$ cat src/rtl/seq_code_ctrl.sv
// Step-indexed code-entry controller for the PBP lock: serial bit compare,
// counted unlock hold, and a timed lockout after repeated failed attempts.
module seq_code_ctrl #(
  parameter int unsigned          CODE_LEN    = 8,
  parameter logic [CODE_LEN-1:0]  CODE        = 8'b1011_0010,
  parameter int unsigned          HOLD_CYCLES = 100,
  parameter int unsigned          MAX_FAILS   = 3,
  parameter int unsigned          LOCK_CYCLES = 1000,
  localparam int unsigned         STEP_W      = $clog2(CODE_LEN),
  localparam int unsigned         FCNT_W      = $clog2(MAX_FAILS + 1)
) (
  input  logic              CLK,
  input  logic              RST,
  input  logic              ENTRY_VALID,
  input  logic              ENTRY_BIT,
  input  logic              CLEAR,
  output logic              UNLOCK,
  output logic              LOCKOUT,
  output logic              ERR,
  output logic [STEP_W-1:0] STEP,
  output logic [FCNT_W-1:0] FAIL_CNT
);

  localparam int unsigned STEP_SPAN = 1 << STEP_W;
  localparam int unsigned TMR_MAX   = (HOLD_CYCLES > LOCK_CYCLES) ? HOLD_CYCLES : LOCK_CYCLES;
  localparam int unsigned TMR_W     = ($clog2(TMR_MAX) < 1) ? 1 : $clog2(TMR_MAX);

  // Code stored bit-reversed so the current STEP indexes it directly; unused tail is zero.
  function automatic logic [STEP_SPAN-1:0] reverse_code(input logic [CODE_LEN-1:0] c);
    logic [STEP_SPAN-1:0] r;
    r = {STEP_SPAN{1'b0}};
    for (int i = 0; i < CODE_LEN; i++) begin
      r[i] = c[CODE_LEN-1-i];
    end
    return r;
  endfunction

  localparam logic [STEP_SPAN-1:0] CODE_REV  = reverse_code(CODE);
  localparam logic [STEP_W-1:0]    STEP_LAST = STEP_W'(CODE_LEN - 1);
  localparam logic [FCNT_W-1:0]    FCNT_LAST = FCNT_W'(MAX_FAILS - 1);
  localparam logic [FCNT_W-1:0]    FCNT_MAX  = FCNT_W'(MAX_FAILS);
  localparam logic [TMR_W-1:0]     HOLD_LOAD = TMR_W'(HOLD_CYCLES - 1);
  localparam logic [TMR_W-1:0]     LOCK_LOAD = TMR_W'(LOCK_CYCLES - 1);

  typedef enum logic [1:0] {
    ST_ENTER   = 2'd0,
    ST_SUCCESS = 2'd1,
    ST_LOCKED  = 2'd2
  } state_e;

  state_e              state_q, state_d;
  logic [STEP_W-1:0]   step_q, step_d;
  logic [FCNT_W-1:0]   fcnt_q, fcnt_d;
  logic [TMR_W-1:0]    tmr_q, tmr_d;
  logic                unlock_q, unlock_d;
  logic                lockout_q, lockout_d;
  logic                err_q, err_d;

  // Next-state, progress, fail-count and timer computation.
  always_comb begin
    state_d = state_q;
    step_d  = step_q;
    fcnt_d  = fcnt_q;
    tmr_d   = tmr_q;
    err_d   = 1'b0;
    case (state_q)
      ST_ENTER: begin
        if (CLEAR) begin
          step_d = {STEP_W{1'b0}};
        end else if (ENTRY_VALID) begin
          if (ENTRY_BIT == CODE_REV[step_q]) begin
            if (step_q == STEP_LAST) begin
              state_d = ST_SUCCESS;
              step_d  = {STEP_W{1'b0}};
              fcnt_d  = {FCNT_W{1'b0}};
              tmr_d   = HOLD_LOAD;
            end else begin
              step_d = step_q + STEP_W'(1'b1);
            end
          end else begin
            // A wrong bit restarts the attempt; it is not reused as a first bit.
            step_d = {STEP_W{1'b0}};
            err_d  = 1'b1;
            if (fcnt_q == FCNT_LAST) begin
              state_d = ST_LOCKED;
              fcnt_d  = FCNT_MAX;
              tmr_d   = LOCK_LOAD;
            end else begin
              fcnt_d = fcnt_q + FCNT_W'(1'b1);
            end
          end
        end else begin
          state_d = state_q;
        end
      end
      ST_SUCCESS: begin
        step_d = {STEP_W{1'b0}};
        if (tmr_q == {TMR_W{1'b0}}) begin
          state_d = ST_ENTER;
        end else begin
          tmr_d = tmr_q - TMR_W'(1'b1);
        end
      end
      ST_LOCKED: begin
        step_d = {STEP_W{1'b0}};
        if (tmr_q == {TMR_W{1'b0}}) begin
          state_d = ST_ENTER;
          fcnt_d  = {FCNT_W{1'b0}};
        end else begin
          tmr_d = tmr_q - TMR_W'(1'b1);
        end
      end
      default: begin
        state_d = ST_ENTER;
        step_d  = {STEP_W{1'b0}};
        fcnt_d  = {FCNT_W{1'b0}};
        tmr_d   = {TMR_W{1'b0}};
      end
    endcase
    unlock_d  = (state_d == ST_SUCCESS);
    lockout_d = (state_d == ST_LOCKED);
  end

  // State and registered outputs, synchronous reset.
  always_ff @(posedge CLK) begin
    if (RST) begin
      state_q   <= ST_ENTER;
      step_q    <= {STEP_W{1'b0}};
      fcnt_q    <= {FCNT_W{1'b0}};
      tmr_q     <= {TMR_W{1'b0}};
      unlock_q  <= 1'b0;
      lockout_q <= 1'b0;
      err_q     <= 1'b0;
    end else begin
      state_q   <= state_d;
      step_q    <= step_d;
      fcnt_q    <= fcnt_d;
      tmr_q     <= tmr_d;
      unlock_q  <= unlock_d;
      lockout_q <= lockout_d;
      err_q     <= err_d;
    end
  end

  assign UNLOCK   = unlock_q;
  assign LOCKOUT  = lockout_q;
  assign ERR      = err_q;
  assign STEP     = step_q;
  assign FAIL_CNT = fcnt_q;

endmodule
$ cat config.mk
export PLATFORM = sky130hd
export DESIGN_NAME = seq_code_ctrl
export DESIGN_NICKNAME = d
export VERILOG_FILES = /design/src/rtl/seq_code_ctrl.sv
export SDC_FILE = /design/constraint.sdc
export NUM_CORES = 1
export LEC_CHECK = 0
export ABC_AREA = 0
export BUFFER_PORTS_ARGS = -buffer_cell sky130_fd_sc_hd__buf_2
export CORE_ASPECT_RATIO = 1.25
export CORE_UTILIZATION = 60
export CTS_CLUSTER_DIAMETER = 100
export DETAILED_ROUTE_END_ITERATION = 8
export PLACE_DENSITY_LB_ADDON = 0.3
export REMOVE_ABC_BUFFERS = 1
export SLEW_MARGIN = 40
export SYNTH_ARGS = -nofsm -noshare
export SYNTH_HDL_FRONTEND = slang
export SYNTH_SLANG_ARGS = --single-unit
$ cat constraint.sdc
create_clock -name CLK -period 4.4 [get_ports CLK]
set_clock_uncertainty 0.05 [all_clocks]
set_input_delay 0.44 -clock CLK [delete_from_list [all_inputs] [get_ports CLK]]
set_output_delay 0.44 -clock CLK [all_outputs]
set_load 0.02 [all_outputs]
==> results of run 1 <==
## kinds of logic (layout without fill, tap and decap cells)
group	count (synthesis)	count (layout)	synth area share, %
AO/OA/AOI/OAI	42	42	24.2
XOR/XNOR	6	6	4.20
adder cells (fa/ha/maj)	8	8	7.99
buffers and inverters	19	30	5.89
flip-flops	21	21	33.6
AND/OR/NAND/NOR	52	52	24.2
## through the flow
| stage | power, mW | area, um^2 | std cells | worst slack (ns) |
|---|---|---|---|---|
| final | 0.353 | 1340 | 179 | 2.09 |
| after global routing | 0.366 | 1340 | 179 | 1.81 |
| after floorplan | 0.242 | 1230 | 143 | 2.48 |
| after global placement | 0.256 | 1320 | 175 | 2.19 |
| after CTS | 0.352 | 1340 | 179 | 2.09 |
| after detailed placement | 0.257 | 1320 | 175 | 2.13 |
## cell type report
| class | instances | area share (%) |
|---|---|---|
| Multi-Input combinational cell | 108 | 56.5 |
| Sequential cell | 21 | 31.3 |
| Timing Repair Buffer | 12 | 4.47 |
| Inverter | 14 | 3.91 |
| Clock buffer | 4 | 1.96 |
| Tap cell | 20 | 1.86 |
## state kept, by name, indices dropped and copies added, names as in the netlist, named ones only
register  cells
FAIL_CNT      2
tmr_q        10
UNLOCK        1
ERR           1
STEP          3
state_q       2
LOCKOUT       1
## critical path, stage by stage (launching register included)
cell and delay [ns]:
dfxtp_1 0.44, inv_1 0.10, ha_1 0.36, nor2b_1 0.23
a22oi_4 0.15, o211ai_1 0.33, or3_1 0.45, a21oi_1 0.13
## layer usage
metal  part of all wire (%)  wire length (um)
met5                      0                 0
met4                    1.4                38
met3                    5.6               152
met2                     53              1440
met1                     40              1100
## synth_stat cells, types with 2 or more instances
library cell and instances:
nand2b_1 4, buf_2 2, xor2_1 2, ha_1 8, a211o_1 2, o31ai_2 2, o32ai_1 4, o31ai_1 2
clkbuf_1 3, nor2b_1 5, dfxtp_1 21, o41ai_1 2, a31oi_1 3, xnor2_1 4, or3_1 3, inv_1 14
nand3_1 4, and3_1 2, nand2_1 6, nand3b_1 4, a21oi_1 13, o21ai_0 6, nor2_1 10, nand4_1 2
nor3_1 2
## power breakdown
group          internal [mW]  total (mW)  switching (mW)
sequential             0.194       0.199         0.00458
clock                 0.0355      0.0988          0.0633
combinational         0.0224      0.0549          0.0325
## layout by cell type (no fill, tap or decap), types with 2 or more instances in the layout
master and count:
and3_1 2, nor3_1 2, ha_1 8, or3_1 3, xor2_1 2, dfxtp_1 21, a31oi_1 3, a211o_1 2
o32ai_1 4, nand4_1 2, o31ai_1 2, nand3_1 4, clkbuf_4 3, nand2_1 6, nor2b_1 5, nor2_1 10
xnor2_1 4, inv_1 14, o41ai_1 2, nand3b_1 4, buf_2 12, a21oi_1 13, o31ai_2 2, nand2b_1 4
o21ai_0 6
## worst max path at each step
stage	start	end	depth (start not counted)
final	state_q[0]	tmr_q[0]	7
after global routing	state_q[1]	tmr_q[2]	6
after floorplan	state_q[1]	tmr_q[1]	7
after CTS	state_q[1]	tmr_q[2]	7
after global placement	state_q[1]	tmr_q[1]	7
after detailed placement	state_q[1]	tmr_q[2]	7
==> run_results.csv, run 1 <==
group,metric,value,unit
outcome,outcome,"complete, no violations",
synthesis,ys_async_sr_fraction,0,%
clocking,numCtsBuffers,3,
clocking,h-tree-depth,1,
sta,slew_violations,0,
grt,grt-ovfl-total,0,
power_and_ir_drop,power-per-cell-area,263,mW/mm^2
layout,seq_area,420,um^2
sta,min_period,2.31,ns
worst_hold_path,min_delay_path_depth,3,
layout,syn_to_final_growth,7.19,%
grt,met1_usage,29.7,%
clocking,clock_latency,0.32,ns
sta,fin_tns_setup,0,ns
route,initialDrtViolationCount,32,
grt,antenna_found_initial,0,
layout,drive_gt1_share,14.5,%
floorplan,core_area,0.00198,mm^2
floorplan,ios,13,
synthesis,synth_top_area_share,33.6,%
synthesis,synthCells,148,
clocking,ctsResizeCount,0,
critical_path,end_kind,"register",
layout,antenna-diode-count,0,
placed_design,port_buffers,12,
synthesis,synth-edff-count,0,
sta,tightest_slew,0.754,ns
critical_path,path_class,"register to register",
route,drc,0,
worst_hold_path,min-delay-start,"CLEAR",
floorplan,die_height,53.1,um
layout,fin_nets,173,
synthesis,synth_flop_cell,"dfxtp_1",
grt,top_usage_layer,"met2",
synthesis,ys_seq_area_share,33.6,%
floorplan,die_area,0.00228,mm^2
synthesis,synth_area_per_cell,8.46,um^2
clocking,cts_hold_buf,0,
sta,setup_viol,0,
power_and_ir_drop,peakVddDrop,0.000206,V
sta,slew-limit-headroom,49.5,%
critical_path,regToRegSetupSlack,2.09,ns
clocking,cts_root_buf,"clkbuf_4",
grt,grt_usage,25.8,%
synthesis,yosysWarningCount,0,
sta,fmax,0.432,GHz
run,max-cap-violations,0,
critical_path,r2r-end,"tmr_q[0]",
route,wl_per_cell,15.2,um
synthesis,ys_ff_latch,21,
power_and_ir_drop,p_leak,0.504,nW
clocking,postCtsSetupBuffers,0,
worst_hold_path,hold_end,"STEP[1]",
sta,hold_slack,0.375,ns
grt,grt_pass1_vias,1035,
sta,rsz0062_at_grt,"no",
grt,grt_max_degree,19,
placed_design,place_congestion,0.936,
sta,post-route-period-util,52.6,%
synthesis,netlist_area,0.00125,mm^2
grt,grt_pass1_wl,4.45,mm
route,vias,1137,
critical_path,worst_r2r_startpoint,"state_q[0]",
clocking,path_clk_slew,0.12,ns
clocking,cts_max_path_buffers,2,
floorplan,chipWidth,42.9,um
critical_path,critPathMaxFanout,12,
floorplan,rows,18,
route,dr.pass1.iters,4,
critical_path,ff2ff_path_depth,7,
synthesis,yosys-top-cells-area,"dfxtp_1 34%, ha_1 8.0%, a21oi_1 5.2%",
route,wl,2.73,mm
floorplan,initial_core_util,63.2,%
worst_hold_path,hold_path.class,"input port to register",
placed_design,dp_hpwl,2.03,mm
layout,final_util,67.7,%
route,viasPerCell,6.35,
layout,fillCellCount,169,
clocking,cts_tree,"done",
synthesis,yosys.cell_types.count,43,
grt,gr-usage-met3,2.05,%
critical_path,cp-start-kind,"register",
critical_path,cp.arrival,2.52,ns
critical_path,crit_required,4.60,ns
route,postRouteAntennaNets,0,
synthesis,yosysTopAreaCell,"dfxtp_1",
layout,multiInputGateArea,758,um^2
sta,hold_viol,0,
clocking,clock_sinks,21,
grt,grtUsageMet2,48.7,%
No activity file was read; power rests on OpenSTA's default activity.
==> inputs of run 2 (changes only) <==
- CORE_UTILIZATION: 60 -> 57
- clock period: 4.4 -> 2.2 ns (I/O delays scaled with it)
==> run 2 against run 1 <==
Fmax grew 11%. Die area increased by 5.0%. Worst setup slack got worse by 2.0 ns. Count of clock-buffer cells in the layout down 1. Worst hold slack got worse by 0.21 ns. Wire length grew 1.6%. Cell count is 5.0% higher. First-iteration DRC count fell by 13%. Sequential share of layout area fell by 1.9 points. Combinational power grew 130%.
==> run_results.csv, run 2 (synthesis results as in run 1) <==
group,metric,value,unit
outcome,outcome,"complete, no violations",
clocking,clock_latency,0.31,ns
sta,post-route-period-util,94.6,%
floorplan,initial_core_util,61.8,%
placed_design,port_buffers,12,
sta,hold_viol,0,
placed_design,placed_area,0.00138,mm^2
layout,largest_register_ffs,10,
run,max-cap-violations,0,
critical_path,critPathMaxFanout,5,
sta,tightest_slew,0.685,ns
clocking,h-tree-depth,1,
route,initialDrtViolationCount,28,
placed_design,dp_hpwl,2.10,mm
clocking,cts_max_path_buffers,2,
route,drc,0,
sta,slew_violations,0,
worst_hold_path,hold_path.class,"input port to register",
sta,setup_slack,0.118,ns
floorplan,die_area,0.00239,mm^2
clocking,numCtsBuffers,3,
critical_path,path_class,"register to register",
critical_path,crit_chain,"inv_1 -> ha_1 -> or4b_4 -> o31ai_2 -> o32ai_1 -> and2_4 -> nor2b_1",
power_and_ir_drop,p_leak,0.563,nW
route,wl,2.77,mm
clocking,clock_sinks,21,
layout,design_area,0.00143,mm^2
grt,grt_pass1_wl,4.69,mm
route,viasPerCell,6.11,
critical_path,max_stage_delay,0.53,ns
layout,layout_common_cells,"20 x dfxtp_1, 14 x inv_1, 13 x a21oi_1, 12 x buf_2, 10 x nor2_1",
sta,fmax,0.480,GHz
critical_path,critPathBufInv,1,
layout,drive_gt1_share,21.4,%
layout,top_register,"tmr_q",
placed_design,place_ws,0.00626,ns
grt,grt_max_degree,19,
layout,syn_to_final_growth,14.3,%
power_and_ir_drop,power-per-cell-area,499,mW/mm^2
clocking,path_clk_slew,0.12,ns
grt,grt_usage,26.4,%
critical_path,crit_required,2.36,ns
clocking,cts_tree,"done",
sta,rsz0062_at_grt,"no",
clocking,cts_root_buf,"clkbuf_4",
route,dr.pass1.iters,4,
grt,grt_pass1_vias,1120,
critical_path,cp-start-kind,"register",
route,wl_per_cell,14.7,um
critical_path,cp.arrival,2.24,ns
floorplan,ios,13,
placed_design,place_congestion,0.915,
route,postRouteAntennaNets,0,
layout,final_common_cell,"dfxtp_1",
critical_path,crit_slowest_cell,"or4b_4",
grt,grt-ovfl-total,0,
sta,fin_tns_setup,0,ns
critical_path,end_kind,"register",
floorplan,die_height,54.4,um
route,vias,1149,
floorplan,chipWidth,43.9,um
floorplan,rows,18,
floorplan,core_area,0.00203,mm^2
sta,min_period,2.08,ns
power_and_ir_drop,peakVddDrop,0.000406,V
sta,slew-limit-headroom,54.0,%
layout,fin_nets,182,
sta,setup_viol,0,
critical_path,path_delay_family,"simple AND/OR/NAND/NOR gates",
layout,antenna-diode-count,0,
grt,antenna_found_initial,0,
## run 2: cell types whose count changed in the layout (fill, tap and decap cells not counted), sizes merged
cell,previous run,this run
buf,12,21
clkbuf,4,3
clkinv,0,1
## run 2: final cells by class
cell class,count,area [um^2]
clock inverters,1,5.00
clock buffers,3,22.5
repair buffers,21,128
fillers,171,596
well taps,20,25.0
inverters,14,52.6
multi-input cells,108,777
flip-flops and latches,21,422
## run 2: tightest hold or removal path: stages
cell and delay (ns):
buf_2 0.10, or3b_2 0.14, nor2_1 0.04
## run 2: path summary, 6_finish.rpt
| check | startpoint | depth (start not counted) | slack, ns | endpoint |
|---|---|---|---|---|
| min reg2reg | tmr_q[0] | 2 | 0.44 | tmr_q[0] |
| max reg2reg | tmr_q[0] | 7 | 0.12 | LOCKOUT |
| min | CLEAR | 3 | 0.17 | STEP[1] |
| max | tmr_q[0] | 7 | 0.12 | LOCKOUT |
## run 2: timing repair
item | in CTS | in global routing
resized for setup | 1 | 3
pin swaps | 0 | 1
hold buffers | 0 | 0
buffers inserted | 0 | 1
setup endpoints to repair | 1 | 7
## run 2: report_power, final
| part | internal (mW) | switching, mW |
|---|---|---|
| Sequential | 0.389 | 0.00908 |
| Clock | 0.0680 | 0.123 |
| Combinational | 0.0556 | 0.0690 |
| Total | 0.512 | 0.201 |
## run 2: routing by layer
metal | global-route usage (%) | vias to the layer above | share of wire, %
met2 | 49.3 | 31 | 52
met4 | 13.1 | 0 | 2.2
met1 | 29.7 | 535 | 42
met5 | 0 | - | 0
li1 | - | 576 | -
met3 | 2.97 | 7 | 4.0
## run 2: through the flow
stage / util (%) / std cells / power [mW] / hold WS, ns
floorplan: - / 143 / 0.485 / 0.232
global placement: 67.9 / 183 / 0.518 / 0.409
detailed placement: 67.9 / 183 / 0.524 / 0.418
CTS: 69.6 / 187 / 0.710 / 0.167
global route: 70.6 / 188 / 0.745 / 0.165
finish: 70.6 / 188 / 0.714 / 0.170
